**src/rtl/div_pkg.sv**
```systemverilog
// Sizing helpers shared by the pipelined restoring divider and its iteration stages.
package div_pkg;

    localparam int MAX_W = 32;

    // Total register stages: operand capture, one per quotient bit, sign fix.
    function automatic int stage_count(input int w);
        return w + 2;
    endfunction

    // Work register holds {partial remainder, quotient bits}.
    function automatic int work_width(input int w);
        return 2 * w;
    endfunction

    function automatic logic [MAX_W-1:0] most_neg(input int w);
        return MAX_W'(1) << (w - 1);
    endfunction

endpackage

```
**src/rtl/div_iter_stage.sv**
```systemverilog
// One restoring-division step: shift {rem, quo} left by one, trial-subtract the divisor magnitude.
module div_iter_stage
    import div_pkg::*;
#(
    parameter int W = 8
) (
    input  logic                     clk_i,
    input  logic                     rst_i,
    input  logic                     adv_i,
    input  logic                     valid_i,
    input  logic [work_width(W)-1:0] work_i,
    input  logic [W-1:0]             dmag_i,
    input  logic                     nsign_i,
    input  logic                     dsign_i,
    input  logic                     zero_i,
    output logic                     valid_o,
    output logic [work_width(W)-1:0] work_o,
    output logic [W-1:0]             dmag_o,
    output logic                     nsign_o,
    output logic                     dsign_o,
    output logic                     zero_o
);
    localparam int WW = work_width(W);

    logic [W:0]    upper;
    logic [W-1:0]  diff;
    logic          ge;
    logic [WW-1:0] work_d;

    // The difference is below the divisor whenever it is kept, so W bits suffice.
    always_comb begin
        upper  = work_i[WW-1:W-1];
        diff   = upper[W-1:0] - dmag_i;
        ge     = (upper >= {1'b0, dmag_i});
        work_d = {(ge ? diff : upper[W-1:0]), work_i[W-2:0], ge};
    end

    always_ff @(posedge clk_i) begin
        if (rst_i) begin
            valid_o <= 1'b0;
            work_o  <= '0;
            dmag_o  <= '0;
            nsign_o <= 1'b0;
            dsign_o <= 1'b0;
            zero_o  <= 1'b0;
        end else if (adv_i) begin
            valid_o <= valid_i;
            work_o  <= work_d;
            dmag_o  <= dmag_i;
            nsign_o <= nsign_i;
            dsign_o <= dsign_i;
            zero_o  <= zero_i;
        end
    end

endmodule

```
**src/rtl/pipe_signed_divider.sv**
```systemverilog
// Fully pipelined W-bit divider: magnitude capture, W restoring steps, truncating sign fix.
// Handshake: a stage moves whenever the output register is empty or being taken (adv).
module pipe_signed_divider
    import div_pkg::*;
#(
    parameter int W           = 8,
    parameter int SIGNED_MODE = 1
) (
    input  logic         clk,
    input  logic         rst,
    input  logic         in_valid,
    output logic         in_ready,
    input  logic [W-1:0] dividend,
    input  logic [W-1:0] divisor,
    output logic         out_valid,
    input  logic         out_ready,
    output logic [W-1:0] quotient,
    output logic [W-1:0] remainder,
    output logic         div_by_zero
);
    localparam int NIT = stage_count(W) - 2;
    localparam int WW  = work_width(W);

    logic         adv;
    logic         out_valid_q;
    logic [W-1:0] quotient_q, remainder_q;
    logic         dbz_q;

    assign adv         = !out_valid_q || out_ready;
    assign in_ready    = adv;
    assign out_valid   = out_valid_q;
    assign quotient    = quotient_q;
    assign remainder   = remainder_q;
    assign div_by_zero = dbz_q;

    logic n_neg, d_neg;
    assign n_neg = (SIGNED_MODE != 0) && dividend[W-1];
    assign d_neg = (SIGNED_MODE != 0) && divisor[W-1];

    logic         s0_valid_q, s0_nsign_q, s0_dsign_q, s0_zero_q;
    logic [W-1:0] s0_nmag_q, s0_dmag_q;

    always_ff @(posedge clk) begin
        if (rst) begin
            s0_valid_q <= 1'b0;
            s0_nmag_q  <= '0;
            s0_dmag_q  <= '0;
            s0_nsign_q <= 1'b0;
            s0_dsign_q <= 1'b0;
            s0_zero_q  <= 1'b0;
        end else if (adv) begin
            s0_valid_q <= in_valid;
            s0_nmag_q  <= n_neg ? -dividend : dividend;
            s0_dmag_q  <= d_neg ? -divisor : divisor;
            s0_nsign_q <= n_neg;
            s0_dsign_q <= d_neg;
            s0_zero_q  <= (divisor == '0);
        end
    end

    logic [NIT:0]         v_c, nsign_c, dsign_c, zero_c;
    logic [NIT:0][WW-1:0] work_c;
    logic [NIT:0][W-1:0]  dmag_c;

    assign v_c[0]     = s0_valid_q;
    assign work_c[0]  = {{W{1'b0}}, s0_nmag_q};
    assign dmag_c[0]  = s0_dmag_q;
    assign nsign_c[0] = s0_nsign_q;
    assign dsign_c[0] = s0_dsign_q;
    assign zero_c[0]  = s0_zero_q;

    for (genvar i = 0; i < NIT; i++) begin : g_iter
        div_iter_stage #(.W(W)) u_stage (
            .clk_i   (clk),
            .rst_i   (rst),
            .adv_i   (adv),
            .valid_i (v_c[i]),
            .work_i  (work_c[i]),
            .dmag_i  (dmag_c[i]),
            .nsign_i (nsign_c[i]),
            .dsign_i (dsign_c[i]),
            .zero_i  (zero_c[i]),
            .valid_o (v_c[i+1]),
            .work_o  (work_c[i+1]),
            .dmag_o  (dmag_c[i+1]),
            .nsign_o (nsign_c[i+1]),
            .dsign_o (dsign_c[i+1]),
            .zero_o  (zero_c[i+1])
        );
    end

    logic [W-1:0] qmag, rmag, quotient_d, remainder_d;
    logic         dbz_d;

    // A zero divisor leaves the dividend magnitude in the remainder, so only the quotient is forced.
    always_comb begin
        qmag        = work_c[NIT][W-1:0];
        rmag        = work_c[NIT][WW-1:W];
        dbz_d       = zero_c[NIT];
        quotient_d  = (nsign_c[NIT] ^ dsign_c[NIT]) ? -qmag : qmag;
        remainder_d = nsign_c[NIT] ? -rmag : rmag;
        if (dmag_c[NIT] == '0) begin
            quotient_d = '1;
        end
    end

    always_ff @(posedge clk) begin
        if (rst) begin
            out_valid_q <= 1'b0;
            quotient_q  <= '0;
            remainder_q <= '0;
            dbz_q       <= 1'b0;
        end else if (adv) begin
            out_valid_q <= v_c[NIT];
            if (v_c[NIT]) begin
                quotient_q  <= quotient_d;
                remainder_q <= remainder_d;
                dbz_q       <= dbz_d;
            end
        end
    end

endmodule

```
**config.mk**
```make
export PLATFORM = sky130hd
export DESIGN_NAME = pipe_signed_divider
export DESIGN_NICKNAME = d
export VERILOG_FILES = /design/src/rtl/div_pkg.sv /design/src/rtl/div_iter_stage.sv /design/src/rtl/pipe_signed_divider.sv
export SDC_FILE = /design/constraint.sdc
export NUM_CORES = 1
export LEC_CHECK = 0
export CORE_MARGIN = 2
export CORE_UTILIZATION = 60
export CTS_CLUSTER_DIAMETER = 30
export DETAILED_ROUTE_END_ITERATION = 10
export PLACE_DENSITY = 0.81
export SETUP_SLACK_MARGIN = 0.3
export SLEW_MARGIN = 30
export SYNTH_ARGS = -nofsm -noshare
export SYNTH_HDL_FRONTEND = slang
export SYNTH_SLANG_ARGS = --single-unit
export TNS_END_PERCENT = 100
```
**constraint.sdc**
```tcl
create_clock -name clk -period 6 [get_ports clk]
set_input_delay 1.8 -clock clk [delete_from_list [all_inputs] [get_ports clk]]
set_output_delay 1.8 -clock clk [all_outputs]
set_load 0.01 [all_outputs]
```
* Word-level counts from Yosys, hierarchy flattened
Cells that the tools add are included.
** Storage, ports and cells
- Bits in registers :: 262
- Logic and storage cells :: 97
- Output and inout bits :: 19
- Input bits :: 20
** Operators by class
- Magnitude comparators :: 8
- Bitwise gates (word level) :: 1
- Reductions and logical operators :: 5
- Muxes and demuxes :: 13
- $add $sub $neg :: 12
** Operators with widths (number)
- 2-to-1 mux 8 bit :: 13
- greater-or-equal comparator 9 x 8 -> 1 bit :: 7
- subtractor 8 bit :: 7
- negator 8 bit :: 4
- zero test 8 bit :: 2
- greater-or-equal comparator 1 x 8 -> 1 bit :: 1
- subtractor 1 x 8 -> 8 bit :: 1
- AND reduction 2 bit :: 1
- zero test 1 bit :: 1
- logical OR 1 bit :: 1
- bitwise XOR 1 bit :: 1

* Depth between registers and ports, before layout
- Depth after elaboration :: 3
- Mapped depth :: 9
- Depth with buffers taken out :: 9

* By module
From an unflattened synthesis, not the netlist that was laid out.
** Unflattened totals
- Cells, all modules :: 1559
- Area, all modules :: 13848.3 sq um
** Modules (own cells, without submodules)
- div_iter_stage (g_iter[1].u_stage ...) :: area an instance 1486.4 sq um, sequential area each 560.5 sq um, cells each 170, times used 5
- div_iter_stage (g_iter[0].u_stage ...) :: area an instance 1510.2 sq um, sequential area each 560.5 sq um, cells each 163, times used 2
- pipe_signed_divider :: area an instance 1880.6 sq um, sequential area each 760.7 sq um, cells each 226, times used 1
- div_iter_stage (g_iter[6].u_stage) :: area an instance 1515.2 sq um, sequential area each 560.5 sq um, cells each 157, times used 1

* Least setup slack after synthesis
OpenSTA, ideal clock, no wires.
- Kind :: in2out
- Start :: in out_ready
- End :: out in_ready
- Path slack :: 1461 ps
- Data required time :: 4200 ps
- Buffers on the path :: 3
- Cell stages on the path :: 5
- Arrival :: 2739 ps
- Path through :: nor2b_1 -> inv_1 -> clkbuf_1 -> clkbuf_1 -> clkbuf_1
** On the way
- Longest elaborated chain between the ends :: 1
** Ends and longest elaborated chain
- from (decl) :: RTL line pipe_signed_divider.sv:16 : input logic out_ready,
- logical OR 1 bit :: RTL line pipe_signed_divider.sv:29 : assign adv = !out_valid_q || out_ready;
- to (decl) :: RTL line pipe_signed_divider.sv:12 : output logic in_ready,
No other way between the ends.

* Worst setup path after layout
Same ends and word-level chain as after synthesis.

==> flow_metrics.env <==
export IMPL_final_setup_worst_slack_ns=0.898
export IMPL_drv_cap=0
export IMPL_cts_buffers_inserted=46
export IMPL_path_buf_inv=3
export IMPL_grt_usage_pct=26.0
export IMPL_cts_path_max_buffers=3
export IMPL_clockRootBuffer="clkbuf_16"
export IMPL_antenna_found_initial=0
export IMPL_clock_skew_ns=0.0210
export IMPL_drt_wl_total_um=29200
export IMPL_ys_top_cells_by_count="nand2_1 (364), dfxtp_1 (262), a21oi_1 (242), inv_1 (94), clkbuf_1 (80)"
export IMPL_worstPathArrival_ns=3.30
export IMPL_yosysWarnings=0
export IMPL_ys_types=62
export IMPL_setup_tns_ns=0
export IMPL_crit_family="buffers and inverters"
export IMPL_place_ws_ns=0.896
export IMPL_vdd_drop_max_v=0.000220
export IMPL_power_density_mw_per_mm2=438
export IMPL_synth_edf_count=0
export IMPL_critPathKind="in2out"
export IMPL_dr_first_iter_drc_count=786
export IMPL_path_cells="clkdlybuf4s50_1, nor2b_4, inv_8, clkdlybuf4s50_1"
export IMPL_postCtsSetupRepairBufs=0
export IMPL_fillers=1603
export IMPL_power_frac_clock_pct=40.7
export IMPL_avgViaCountPerCell=5.79
export IMPL_drive_above_1_share_pct=6.43
export IMPL_setup_viol=0
export IMPL_synth_area_leaders="dfxtp_1 (41%), nand2_1 (11%), a21oi_1 (9.6%), ha_1 (6.1%), o21ai_0 (3.0%)"
export IMPL_port_buffers=38
export IMPL_path_clk_slew_ns=0.05
export IMPL_worst_setup_path_end_kind="output port"
export IMPL_grt_pass1_wl_um=48400
export IMPL_synth_cells=1611
export IMPL_max_freq_mhz=196
export IMPL_nets=1702
export IMPL_async_flop_share_pct=0
export IMPL_power_frac_seq_pct=32.2
export IMPL_overflow=0
export IMPL_tightest_slew_ns=0.891
export IMPL_critPathMostFrequentCell="clkdlybuf4s50_1"
export IMPL_cp_slowest_cell="clkdlybuf4s50_1"
export IMPL_start_util_pct=60.6
export IMPL_grt_max_degree=210
export IMPL_outcome="complete, no violations"
export IMPL_combinationalPowerShare_pct=27.1
export IMPL_grt_pass1_vias=10542
export IMPL_syn_nets=1700
export IMPL_dp_hpwl_um=18100
export IMPL_route_vias_total=11142
export IMPL_hp_class="reg2reg"
export IMPL_crit_path_max_incr_delay_ns=0.67
export IMPL_die_y_um=149
export IMPL_synth_area_mm2=0.0127
export IMPL_synthFlopType="dfxtp_1"
export IMPL_ys_ff_latch=262
export IMPL_rsz0062_at_grt="no"
export IMPL_switching_share_pct=31.7
export IMPL_start_kind="input pin"
export IMPL_antenna_cells=0
export IMPL_internal_power_mw=4.41
export IMPL_cts_tree="yes"
export IMPL_p_sw_mw=2.05
export IMPL_final_antenna_net_count=0
export IMPL_clock_sinks=262
export IMPL_die_width_um=149
export IMPL_drv_slew=0
export IMPL_timing_final_hold_violations=0
export IMPL_remaining_drc_errors=0
export IMPL_dieArea_mm2=0.0223
export IMPL_cts_repair_resized=0
export IMPL_timing_final_crit_share_pct=85.0
export IMPL_cts_htree_levels=2
export IMPL_syn_avg_cell_area_um2=7.85
export IMPL_drt_pre_antenna_iters=5
export IMPL_hold_buffers=0
export IMPL_synth_top_area_cell="dfxtp_1"
export IMPL_cp_max_fo=55
export IMPL_core_area_mm2=0.0209
export IMPL_area_growth_pct=16.4
export IMPL_yosysMostFrequentCell="nand2_1"
export IMPL_num_rows=53
export IMPL_ys_seq_area_share_pct=41.5
export IMPL_power_mw=6.45
export IMPL_synth_top_area_share_pct=41.5
export IMPL_min_period_ns=5.10
export IMPL_clock_latency_ns=0.55
export IMPL_slew_headroom_pct=40.6
export IMPL_wl_per_cell_um=15.2
export IMPL_leakage_nw=5.47
export IMPL_cp_required_ns=4.20
export IMPL_io_pins=39
export IMPL_post_route_util_pct=70.5
export IMPL_gp_congestion=0.887
## metrics by stage
stage | area (um^2) | hold slack (ns) | cells
floorplan | 12700 | 0.432 | 1611
global placement | 13100 | 0.438 | 1839
detailed placement | 13100 | 0.443 | 1840
CTS | 14700 | 0.450 | 1924
global route | 14700 | 0.468 | 1924
finish | 14700 | 0.448 | 1924
## per-layer routing
layer  GRT usage, %  vias up  routed length, um
li1               -     5543                  -
met1           31.7     5209              12400
met2           46.2      304              14600
met3           4.28       86               1390
met4           9.67        0                892
met5              0        -                  0
## state kept, by name (all words and copies together) (netlist names)
name                    flops
g_iter.u_stage.dmag_o      64
s0_zero_q                   1
s0_nmag_q                   8
s0_valid_q                  1
quotient                    8
out_valid                   1
s0_dmag_q                   8
g_iter.u_stage.zero_o       8
g_iter.u_stage.work_o     128
s0_nsign_q                  1
g_iter.u_stage.nsign_o      8
div_by_zero                 1
g_iter.u_stage.valid_o      8
g_iter.u_stage.dsign_o      8
s0_dsign_q                  1
remainder                   8
## power groups by stage
stage / logic, mW / registers, mW / clock network, mW
after detailed placement: 1.70 / 2.11 / 0
after CTS: 1.73 / 2.08 / 2.65
after global placement: 1.64 / 2.10 / 0
after floorplan: 1.39 / 2.05 / 0
final: 1.75 / 2.08 / 2.63
after global routing: 1.93 / 2.10 / 2.73
## layout by cell type (no fill, tap or decap), types with 6 or more instances in the layout
master / instances
a211oi_1: 28
a21o_1: 10
a21oi_1: 241
a311oi_1: 7
a31oi_1: 14
and3_1: 6
buf_4: 9
clkbuf_16: 47
clkbuf_8: 6
clkdlybuf4s50_1: 37
clkinv_2: 7
clkinvlp_4: 7
dfxtp_1: 262
fa_1: 7
ha_1: 62
inv_1: 93
inv_6: 8
mux2i_1: 30
nand2_1: 364
nand2b_1: 8
nand3_1: 14
nand4_1: 9
nor2_1: 78
nor2b_1: 26
nor3_1: 18
nor4_1: 7
o21a_1: 13
o21ai_0: 77
o31ai_1: 9
xnor2_1: 28
xor2_1: 21
## worst min-delay path, cell delays in order, from the launching register on
cell     delay (ns)
dfxtp_1        0.30
nand2_1        0.05
a21oi_1        0.05
## final timing paths
| kind | from | to | slack, ns | depth (start not counted) |
|---|---|---|---|---|
| worst min-delay path | g_iter[7].u_stage.dmag_o[0]$_SDFFE_PP0N_ | g_iter[7].u_stage.dmag_o[0]$_SDFFE_PP0N_ | 0.45 | 2 |
| worst min register to register | g_iter[7].u_stage.dmag_o[0]$_SDFFE_PP0N_ | g_iter[7].u_stage.dmag_o[0]$_SDFFE_PP0N_ | 0.45 | 2 |
| worst max-delay path | out_ready | in_ready | 0.90 | 4 |
| worst max register to register | out_valid$_SDFFE_PP0N_ | g_iter[5].u_stage.work_o[13]$_SDFFE_PP0N_ | 3.26 | 6 |
## area by class of cell
| type | count | area [um^2] | area share [%] |
|---|---|---|---|
| clock buffer | 54 | 1260 | 8.57 |
| inverter | 94 | 360 | 2.45 |
| sequential | 262 | 5250 | 35.6 |
| timing repair buffer | 48 | 469 | 3.19 |
| multi-input combinational | 1161 | 6710 | 45.6 |
| clock inverter | 30 | 329 | 2.23 |
| tap | 275 | 344 | 2.34 |
## cells by family (layout without fill, tap and decap cells)
group,count (synthesis),in the layout,share of synthesized area [%]
AO/OA/AOI/OAI,449,449,20.6
XOR/XNOR,49,49,3.39
adder cells (fa/ha/maj),69,69,7.24
buffers and inverters,188,226,5.64
flip-flops,262,262,41.5
multiplexers,32,32,2.55
AND/OR/NAND/NOR,562,562,19.1
Power figures use the tool's default switching activity.
